**src/rtl/ps2_mmio_receiver.sv**
```systemverilog
// PS/2 keyboard receiver: conditions raw lines, deserialises 11-bit frames, buffers bytes for one MMIO word.
// Latency: push 2+FILTER_LEN cycles after the stop-bit falling edge; no backpressure, bytes arriving to a full FIFO are dropped.

module ps2_fifo #(
   parameter int WIDTH = 8,
   parameter int DEPTH = 8
) (
   input  logic                       clock,
   input  logic                       reset,
   input  logic                       push,
   input  logic                       pop,
   input  logic [WIDTH-1:0]           wdat,
   output logic [WIDTH-1:0]           rdat,
   output logic [$clog2(DEPTH+1)-1:0] count,
   output logic                       full,
   output logic                       empty
);
   localparam int AW = $clog2(DEPTH);
   localparam int CW = $clog2(DEPTH+1);

   logic [WIDTH-1:0] mem [DEPTH];
   logic [AW-1:0]    wr_ptr;
   logic [AW-1:0]    rd_ptr;
   logic             push_ok;
   logic             pop_ok;

   assign empty   = (count == '0);
   assign full    = (count == CW'(DEPTH));
   assign pop_ok  = pop && !empty;
   // A pop in the same cycle frees the slot, so a full FIFO still accepts the push.
   assign push_ok = push && (!full || pop_ok);
   assign rdat    = mem[rd_ptr];

   always_ff @(posedge clock) begin
      if (push_ok)
         mem[wr_ptr] <= wdat;
   end

   always_ff @(posedge clock) begin
      if (reset) begin
         wr_ptr <= '0;
         rd_ptr <= '0;
         count  <= '0;
      end else begin
         if (push_ok)
            wr_ptr <= wr_ptr + AW'(1);
         if (pop_ok)
            rd_ptr <= rd_ptr + AW'(1);
         count <= count + CW'(push_ok) - CW'(pop_ok);
      end
   end
endmodule

module ps2_mmio_receiver #(
   parameter int FIFO_DEPTH     = 8,
   parameter int FILTER_LEN     = 8,
   parameter int TIMEOUT_CYCLES = 50000
) (
   input  logic        clock,
   input  logic        reset,
   input  logic        ps2_clk,
   input  logic        ps2_data,
   input  logic        rd_strobe,
   output logic [31:0] data_out,
   output logic        irq_pending
);
   localparam int FW = $clog2(FILTER_LEN+1);
   localparam int TW = $clog2(TIMEOUT_CYCLES+1);
   localparam int CW = $clog2(FIFO_DEPTH+1);
   localparam logic [FW-1:0] FMAX = FW'(FILTER_LEN-1);
   localparam logic [TW-1:0] TMAX = TW'(TIMEOUT_CYCLES-1);

   typedef enum logic {IDLE, RECV} state_t;

   // Index 0 is the PS/2 clock line, index 1 the data line.
   logic [1:0]    sync1;
   logic [1:0]    sync2;
   logic [1:0]    filt;
   logic [FW-1:0] fcnt [2];

   logic          bit_event;
   logic          line_data;

   state_t        state;
   state_t        state_next;
   logic [3:0]    bit_cnt;
   logic [7:0]    shreg;
   logic          par_bit;
   logic [TW-1:0] timer;
   logic          timeout;

   logic          push;
   logic          parity_evt;
   logic          frame_evt;
   logic          overflow_evt;
   logic          overflow;
   logic          parity_err;
   logic          frame_err;

   logic [7:0]    head;
   logic [CW-1:0] fifo_count;
   logic          fifo_full;
   logic          fifo_empty;

   always_ff @(posedge clock) begin
      if (reset) begin
         sync1 <= 2'b11;
         sync2 <= 2'b11;
      end else begin
         sync1 <= {ps2_data, ps2_clk};
         sync2 <= sync1;
      end
   end

   always_ff @(posedge clock) begin
      for (int i = 0; i < 2; i++) begin
         if (reset) begin
            filt[i] <= 1'b1;
            fcnt[i] <= '0;
         end else if (sync2[i] == filt[i]) begin
            fcnt[i] <= '0;
         end else if (fcnt[i] == FMAX) begin
            filt[i] <= sync2[i];
            fcnt[i] <= '0;
         end else begin
            fcnt[i] <= fcnt[i] + FW'(1);
         end
      end
   end

   // Flagged in the cycle the filtered clock is about to fall, so the FSM acts on the same edge.
   assign bit_event = filt[0] && !sync2[0] && (fcnt[0] == FMAX);
   assign line_data = filt[1];
   assign timeout   = (state == RECV) && !bit_event && (timer == TMAX);

   always_ff @(posedge clock) begin
      if (reset)
         state <= IDLE;
      else
         state <= state_next;
   end

   always_comb begin
      state_next = state;
      case (state)
         IDLE: if (bit_event && !line_data) state_next = RECV;
         RECV: if ((bit_event && bit_cnt == 4'd10) || timeout) state_next = IDLE;
         default: state_next = IDLE;
      endcase
   end

   always_comb begin
      push      = 1'b0;
      parity_evt = 1'b0;
      frame_evt = 1'b0;
      if (state == RECV) begin
         if (bit_event && bit_cnt == 4'd10) begin
            if (!line_data)
               frame_evt = 1'b1;
            else if (^{shreg, par_bit})
               push = 1'b1;
            else
               parity_evt = 1'b1;
         end else if (timeout) begin
            frame_evt = 1'b1;
         end
      end
   end

   always_ff @(posedge clock) begin
      if (reset) begin
         bit_cnt <= '0;
         shreg   <= '0;
         par_bit <= 1'b0;
         timer   <= '0;
      end else if (state == IDLE) begin
         timer <= '0;
         if (bit_event && !line_data)
            bit_cnt <= 4'd1;
      end else if (bit_event) begin
         timer <= '0;
         if (bit_cnt <= 4'd8)
            shreg <= {line_data, shreg[7:1]};
         if (bit_cnt == 4'd9)
            par_bit <= line_data;
         bit_cnt <= (bit_cnt == 4'd10) ? 4'd0 : bit_cnt + 4'd1;
      end else if (timeout) begin
         timer   <= '0;
         bit_cnt <= '0;
      end else begin
         timer <= timer + TW'(1);
      end
   end

   ps2_fifo #(.WIDTH(8), .DEPTH(FIFO_DEPTH)) u_fifo (
      .clock (clock),
      .reset (reset),
      .push  (push),
      .pop   (rd_strobe),
      .wdat  (shreg),
      .rdat  (head),
      .count (fifo_count),
      .full  (fifo_full),
      .empty (fifo_empty)
   );

   // A full FIFO is never empty, so any read this cycle makes room for the push.
   assign overflow_evt = push && fifo_full && !rd_strobe;

   always_ff @(posedge clock) begin
      if (reset) begin
         overflow   <= 1'b0;
         parity_err <= 1'b0;
         frame_err  <= 1'b0;
      end else begin
         overflow   <= overflow_evt || (overflow   && !rd_strobe);
         parity_err <= parity_evt   || (parity_err && !rd_strobe);
         frame_err  <= frame_evt    || (frame_err  && !rd_strobe);
      end
   end

   assign irq_pending = !fifo_empty;
   assign data_out    = {16'h0000, 4'(fifo_count), frame_err, parity_err, overflow,
                         !fifo_empty, fifo_empty ? 8'h00 : head};
endmodule

```
**config.mk**
```make
export PLATFORM = sky130hd
export DESIGN_NAME = ps2_mmio_receiver
export DESIGN_NICKNAME = d
export VERILOG_FILES = /design/src/rtl/ps2_mmio_receiver.sv
export SDC_FILE = /design/constraint.sdc
export NUM_CORES = 1
export LEC_CHECK = 0
export ABC_CLOCK_PERIOD_IN_PS = 8100
export CAP_MARGIN = 20
export CORE_UTILIZATION = 53
export CTS_BUF_LIST = sky130_fd_sc_hd__clkbuf_16
export DETAILED_ROUTE_END_ITERATION = 16
export PLACE_DENSITY = 0.75
export SLEW_MARGIN = 20
export SYNTH_ARGS = -nofsm -noshare
export SYNTH_HDL_FRONTEND = slang
export SYNTH_SLANG_ARGS = --single-unit
```
**constraint.sdc**
```tcl
create_clock -name clock -period 8.1 [get_ports clock]
set_input_delay 1.215 -clock clock [delete_from_list [all_inputs] [get_ports clock]]
set_output_delay 1.215 -clock clock [all_outputs]
set_load 0.02 [all_outputs]
```
Word-level counts from Yosys, hierarchy flattened
Memories as Yosys holds them, arrays and structs flattened. A register that Yosys moved wholly into a read port is not among the register bits.
Index checks and enable logic that the tools add are counted.
{"block": "word_totals", "ram_bits": 72, "mem_count": 2, "out_inout_bits": 33, "register_bits": 49}
{"block": "classes", "order_cmp": 1, "n_addsub": 8, "bitwise": 9, "eq_ne": 9, "muxes": 55, "reduce_logical": 33}
{"memory": "u_fifo.mem", "depth": 8, "width": 8, "rd": 1, "rd_clocked_by_memory_dff": 1, "wr": 1, "line": "21", "source": "logic [WIDTH-1:0] mem [DEPTH];"}
{"memory": "fcnt", "depth": 2, "width": 4, "rd": 2, "rd_clocked_by_memory_dff": 0, "wr": 2, "line": "79", "source": "logic [FW-1:0] fcnt [2];"}
{"op": "4-bit two-way mux", "n": 11}
{"op": "1-bit two-way mux", "n": 40}
{"op": "16-bit by 1-bit adder with 16-bit output (second input constant)", "n": 1}
{"op": "16-bit equality test (second input constant)", "n": 1}
{"op": "1-bit logical AND", "n": 13}
{"op": "4-bit by 1-bit adder with 4-bit output (second input constant)", "n": 3}
{"op": "4-bit equality test (second input constant)", "n": 3}
{"op": "9-bit XOR reduction", "n": 1}
{"op": "4-bit by 3-bit equality test with 1-bit output (second input constant)", "n": 2}
{"op": "8-bit two-way mux", "n": 1}
{"op": "3-bit by 1-bit adder with 3-bit output (second input constant)", "n": 2}
{"op": "1-bit logical NOT", "n": 6}
{"op": "3-bit two-way mux", "n": 2}
{"op": "1-bit bitwise OR", "n": 6}
{"op": "2-bit AND reduction", "n": 3}
{"op": "3-bit AND reduction", "n": 2}
{"op": "1-bit logical OR", "n": 5}
{"op": "4-bit by 1-bit adder with 4-bit output", "n": 1}
{"op": "4-bit <= comparator (second input constant)", "n": 1}
{"op": "4-bit logical NOT", "n": 1}
{"op": "4-bit OR reduction", "n": 1}
{"op": "4-bit by 1-bit subtractor with 4-bit output", "n": 1}
{"op": "3-bit by 2-bit != test with 1-bit output (second input constant)", "n": 1}
{"op": "1-bit NOT", "n": 3}
{"op": "3 further kinds", "n": 4}

Depth between registers and ports, before layout
{"block": "depth", "word_depth": 10, "mapped_depth": 14}

Hierarchy
Synthesis repeated with hierarchy kept, for this count alone.
{"block": "hier_totals", "hier_cells": 431, "hier_area_um2": 5514.0}
{"mod": "ps2_fifo", "area_per_inst_um2": 3181.8, "n_inst": 1, "seq_area_each_um2": 2182.1, "cells_per_inst": 183}
{"mod": "ps2_mmio_receiver", "area_per_inst_um2": 2332.2, "n_inst": 1, "seq_area_each_um2": 1021.0, "cells_per_inst": 248}

Worst setup path after synthesis
Ideal clock, no wire load.
{"block": "synth_timing", "kind": "input port to flip-flop", "start": "in rd_strobe", "end": "mem u_fifo.mem[0][0], enable pin", "setup_time_ps": 383, "path_slack_ps": 5201, "stages": 4, "arrival_time_ps": 2516, "path_buffers": 0, "cell_sequence": "inv_1 > o21ai_0 > nand4b_1 > nor3_1"}
{"block": "synth_via", "elab_chain_len": 5}
{"item": "from (decl)", "line": "63", "source": "input logic rd_strobe,"}
{"item": "1-bit logical AND", "line": "29", "source": "assign pop_ok = pop && !empty;"}
{"item": "1-bit logical OR", "line": "31", "source": "assign push_ok = push && (!full || pop_ok);"}
{"item": "1-bit logical AND", "line": "31"}
{"item": "1-bit two-way mux", "line": "35", "source": "if (push_ok)"}
{"item": "1-bit two-way mux (implied by the code)", "line": "36", "source": "mem[wr_ptr] <= wdat;"}
{"item": "to (decl)", "line": "21"}
Every way passes these cells.

==> summary.md <==
| Metric | Value |
|---|---|
| Status | completed |
| Die width | a little over 100 um |
| # diodes | 0 |
| Rel. slew slack | between 30% and 40% |
| Clk root buf | clkbuf_16 |
| Core Box Area | between 9000 and 10,000 um2 |
| Clock Sinks | around 120 |
| Mux cell area share after synthesis | 9.993% |
| Fin crit share | roughly 46% |
| DRC | 0 |
| CP Cell Sequence | mux4_2 > mux2i_1 > nor2_1 > clkdlybuf4s50_1 |
| Placed cell count | 569 |
| Cts repair resizes | 0 |
| Synth Area in Adders | 3.146% |
| Top Ports | 38 |
| CP top delay family | multiplexers |
| Routability Congestion | between 0.8 and 0.9 |
| DPL Wire Length | ~6000 um |
| Yosys warns | 0 |
| Stages on worst setup path | 4 |
| PwrDens | ~290 nW/um2 |
| Crit path max fanout | 16 |
| Max frequency | around 270 MHz |
| Setup Skew | between 0.015 and 0.02 ns |
| Die Y-Extent | 103.0 um |
| Pin count of the biggest net entering global routing | 40 |
| # Post-CTS Setup Buffers | 0 |
| Register area | 3204 um2 |
| Multi-input combinational cell area | 1987 um2 |
| Wirelength per Cell | about 15 um |
| Post-synthesis cell area | roughly 5400 um2 |
| GRT Util Overall | 19.77% |
| XOR/XNOR Fraction of Synth Area | about 5% |
| Global-route wire length before repair | around 15,000 um |
| Crit. End Element | output pin |
| Row cnt | 36 |
| RSZ-0062 raised after global routing | false |
| CTS tree | built |
| Mean Syn Cell Area | roughly 13 um2 |
| Inserted Clock Buffers | 17 |
| Compound-cell area share of the yosys netlist | around 3.9% |
| IR drop worst, VDD | between 0.00015 and 0.0002 V |
| Mapped Cells | between 400 and 500 |
| Worst Path Required | 6.88 ns |
| Buf/Inv on CP | 1 |
| Final setup vio count | 0 |
| Via Count | 3,156 |
| Post-synthesis simple-gate area fraction | approximately an eighth |
| CP Class | reg -> out |
| Design area | around 6200 um2 |
| Clock-pin slew on the worst setup and hold paths | ~0.060 ns |
| Die area | ~11,000 um2 |
| Max clock buf depth | 2 |
| Yosys reg bits | 124 |
| Final nets | about 470 |
| I/O Buffers | 21 |
| Final WL | around 9000 um |
| Hold Vio Cnt, Final | 0 |
| Final Max Tran Viols | 0 |
| Fill cells | 782 |
| Initial core utilization | 55.08% |
| Synthesis-to-finish area growth | 15.20% |
| CP Launch Type | flop |
| Leak | 2.229 nW |
| Post-route ant nets | 0 |
| Total grt overflow | 0 |
| Cell Area, Placed | 5637 um2 |
| Max incr delay on CP | approximately 0.7 ns |
| Commonest non-fill, non-tap cell in the layout | edfxtp_1 |
| Antenna violations before repair | 0 |
| Top_reg_cell synth | edfxtp_1 |
| Number of max-cap violations | 0 |
| CTS H-tree lvls | 4 |
| Largest family of logic cells by synthesized area | simple AND/OR/NAND/NOR gates |
| DR vias/cell | between 5 and 6 |
| Seq/Total Area, Yosys | 59.22% |
| 1st-pass router iterations | 4 |
| Post-route setup TNS | 0 ns |
| Slowest-stage cell, CP | dfxtp_2 |
| Asr flop ratio synth | 0% |
| Post-synth EDFFs | 72 |
| Drt first-iter violations | 162 |
| Commonest non-fill, non-tap cells in the layout | edfxtp_1, nor2_1, dfxtp_1 |
| Skew-Pair Late Insertion Delay | 0.41 ns |
| Tmin final | between 3 and 4 ns |
| Worst r2r path cells | 5 |
| Worst Tran Pin Value | 1.013 ns |
| Hold_ws | about 0.42 ns |
| Share of layout cells above drive strength 1 | about an eighth |
| Hold buffers post-CTS | 0 |
| Worst min-delay path class | reg -> reg |
| Hold Path Stages | 1 |
| Non-filler instance count after layout | 601 |
| Worst path arrival time | between 2 and 3 ns |
| Library cells used by synthesis | 55 |
| Vias in the first global route | between 3,000 and 4,000 |
[metal layers]
metal / track usage, % / wire length [um] / part of all wire [%]
met4: 6.826 / 81 / 0.89
met3: 6.034 / 341 / 3.7
met5: 0 / 0 / 0
met2: 32.56 / 4486 / 49
met1: 24.91 / 4234 / 46
[state kept, by name, summed over array words and instances (netlist names), named ones only]
name           cells
u_fifo.count       4
fcnt               8
overflow           1
shreg              8
par_bit            1
state              1
sync1              2
sync2              2
bit_cnt            4
parity_err         1
u_fifo.mem        64
filt               2
frame_err          1
u_fifo.wr_ptr      3
u_fifo.rd_ptr      3
timer             16
[synthesized netlist by cell type, types with 2 or more instances]
master,number,area share [%]
edfxtp_1,72,40
nor2_1,61,4.2
dfxtp_1,52,19
buf_4,21,2.9
inv_1,18,1.2
mux2i_1,18,3.3
mux4_2,16,6.7
xnor2_1,15,2.4
nand2_1,14,0.97
xor2_1,13,2.1
a21oi_1,12,1.1
ha_1,12,2.8
nand3_1,12,1.1
o21ai_0,10,0.93
nor3_1,8,0.74
or3_1,5,0.58
and3_1,4,0.46
clkbuf_1,4,0.28
nand4_1,4,0.46
nor2b_1,4,0.46
o31ai_1,4,0.56
or2_2,4,0.46
buf_2,3,0.28
a211o_1,2,0.32
and2_1,2,0.23
buf_1,2,0.14
buf_6,2,0.42
conb_1,2,0.14
nand2b_1,2,0.23
nand4b_1,2,0.32
or4bb_1,2,0.42
[worst register-to-register path, cell delays in order, from the launching register on]
cell	delay [ns]
edfxtp_1	0.38
ha_1	0.23
nand4b_1	0.21
nor4_1	0.84
nand4b_1	0.34
nor3_1	0.86
[layout make-up]
type,count,share of cell area [%]
Tap cell,133,2.671
Inverter,18,1.084
Multi-Input combinational cell,272,31.89
Timing Repair Buffer,22,3.494
Sequential cell,124,51.43
Clock buffer,17,6.827
Clock inverter,15,2.610
[stage by stage]
| step | util [%] | worst slack (ns) | power, mW |
|---|---|---|---|
| 6_report | 63.46 | 4.350 | 1.804 |
| 5_1_grt | 63.46 | 4.177 | 1.886 |
| 4_1_cts | 63.39 | 3.865 | 1.823 |
| 3_5_place_dp | 57.40 | 4.135 | 1.086 |
| 3_3_place_gp | 57.40 | 4.324 | 1.075 |
| 2_1_floorplan | - | 5.201 | 0.9765 |
[power breakdown]
part | internal, mW | leakage, nW | switching (mW)
clock | 0.457 | 0.286 | 0.280
combinational | 0.178 | 0.845 | 0.164
sequential | 0.681 | 1.10 | 0.0444
total | 1.32 | 2.23 | 0.488
[path summary, 6_finish.rpt]
kind         startpoint  slack (ns)                to
max reg2reg  fcnt[0][0]        4.87  u_fifo.mem[0][3]
max                flop        4.35       data_out[3]
min            sync1[1]        0.42          sync2[1]
min reg2reg    sync1[1]        0.42          sync2[1]
[logic make-up (layout without fill, tap and decap cells)]
logic type	Yosys count	count (layout)
other	2	24
adders and majority gates	13	13
AOI/OAI and AO/OA	35	35
xor gates and xnor gates	29	29
and+or+nand+nor	137	137
DFF	124	124
muxes	34	34
buffers and inverters	52	72
Power figures use the tool's default switching activity.
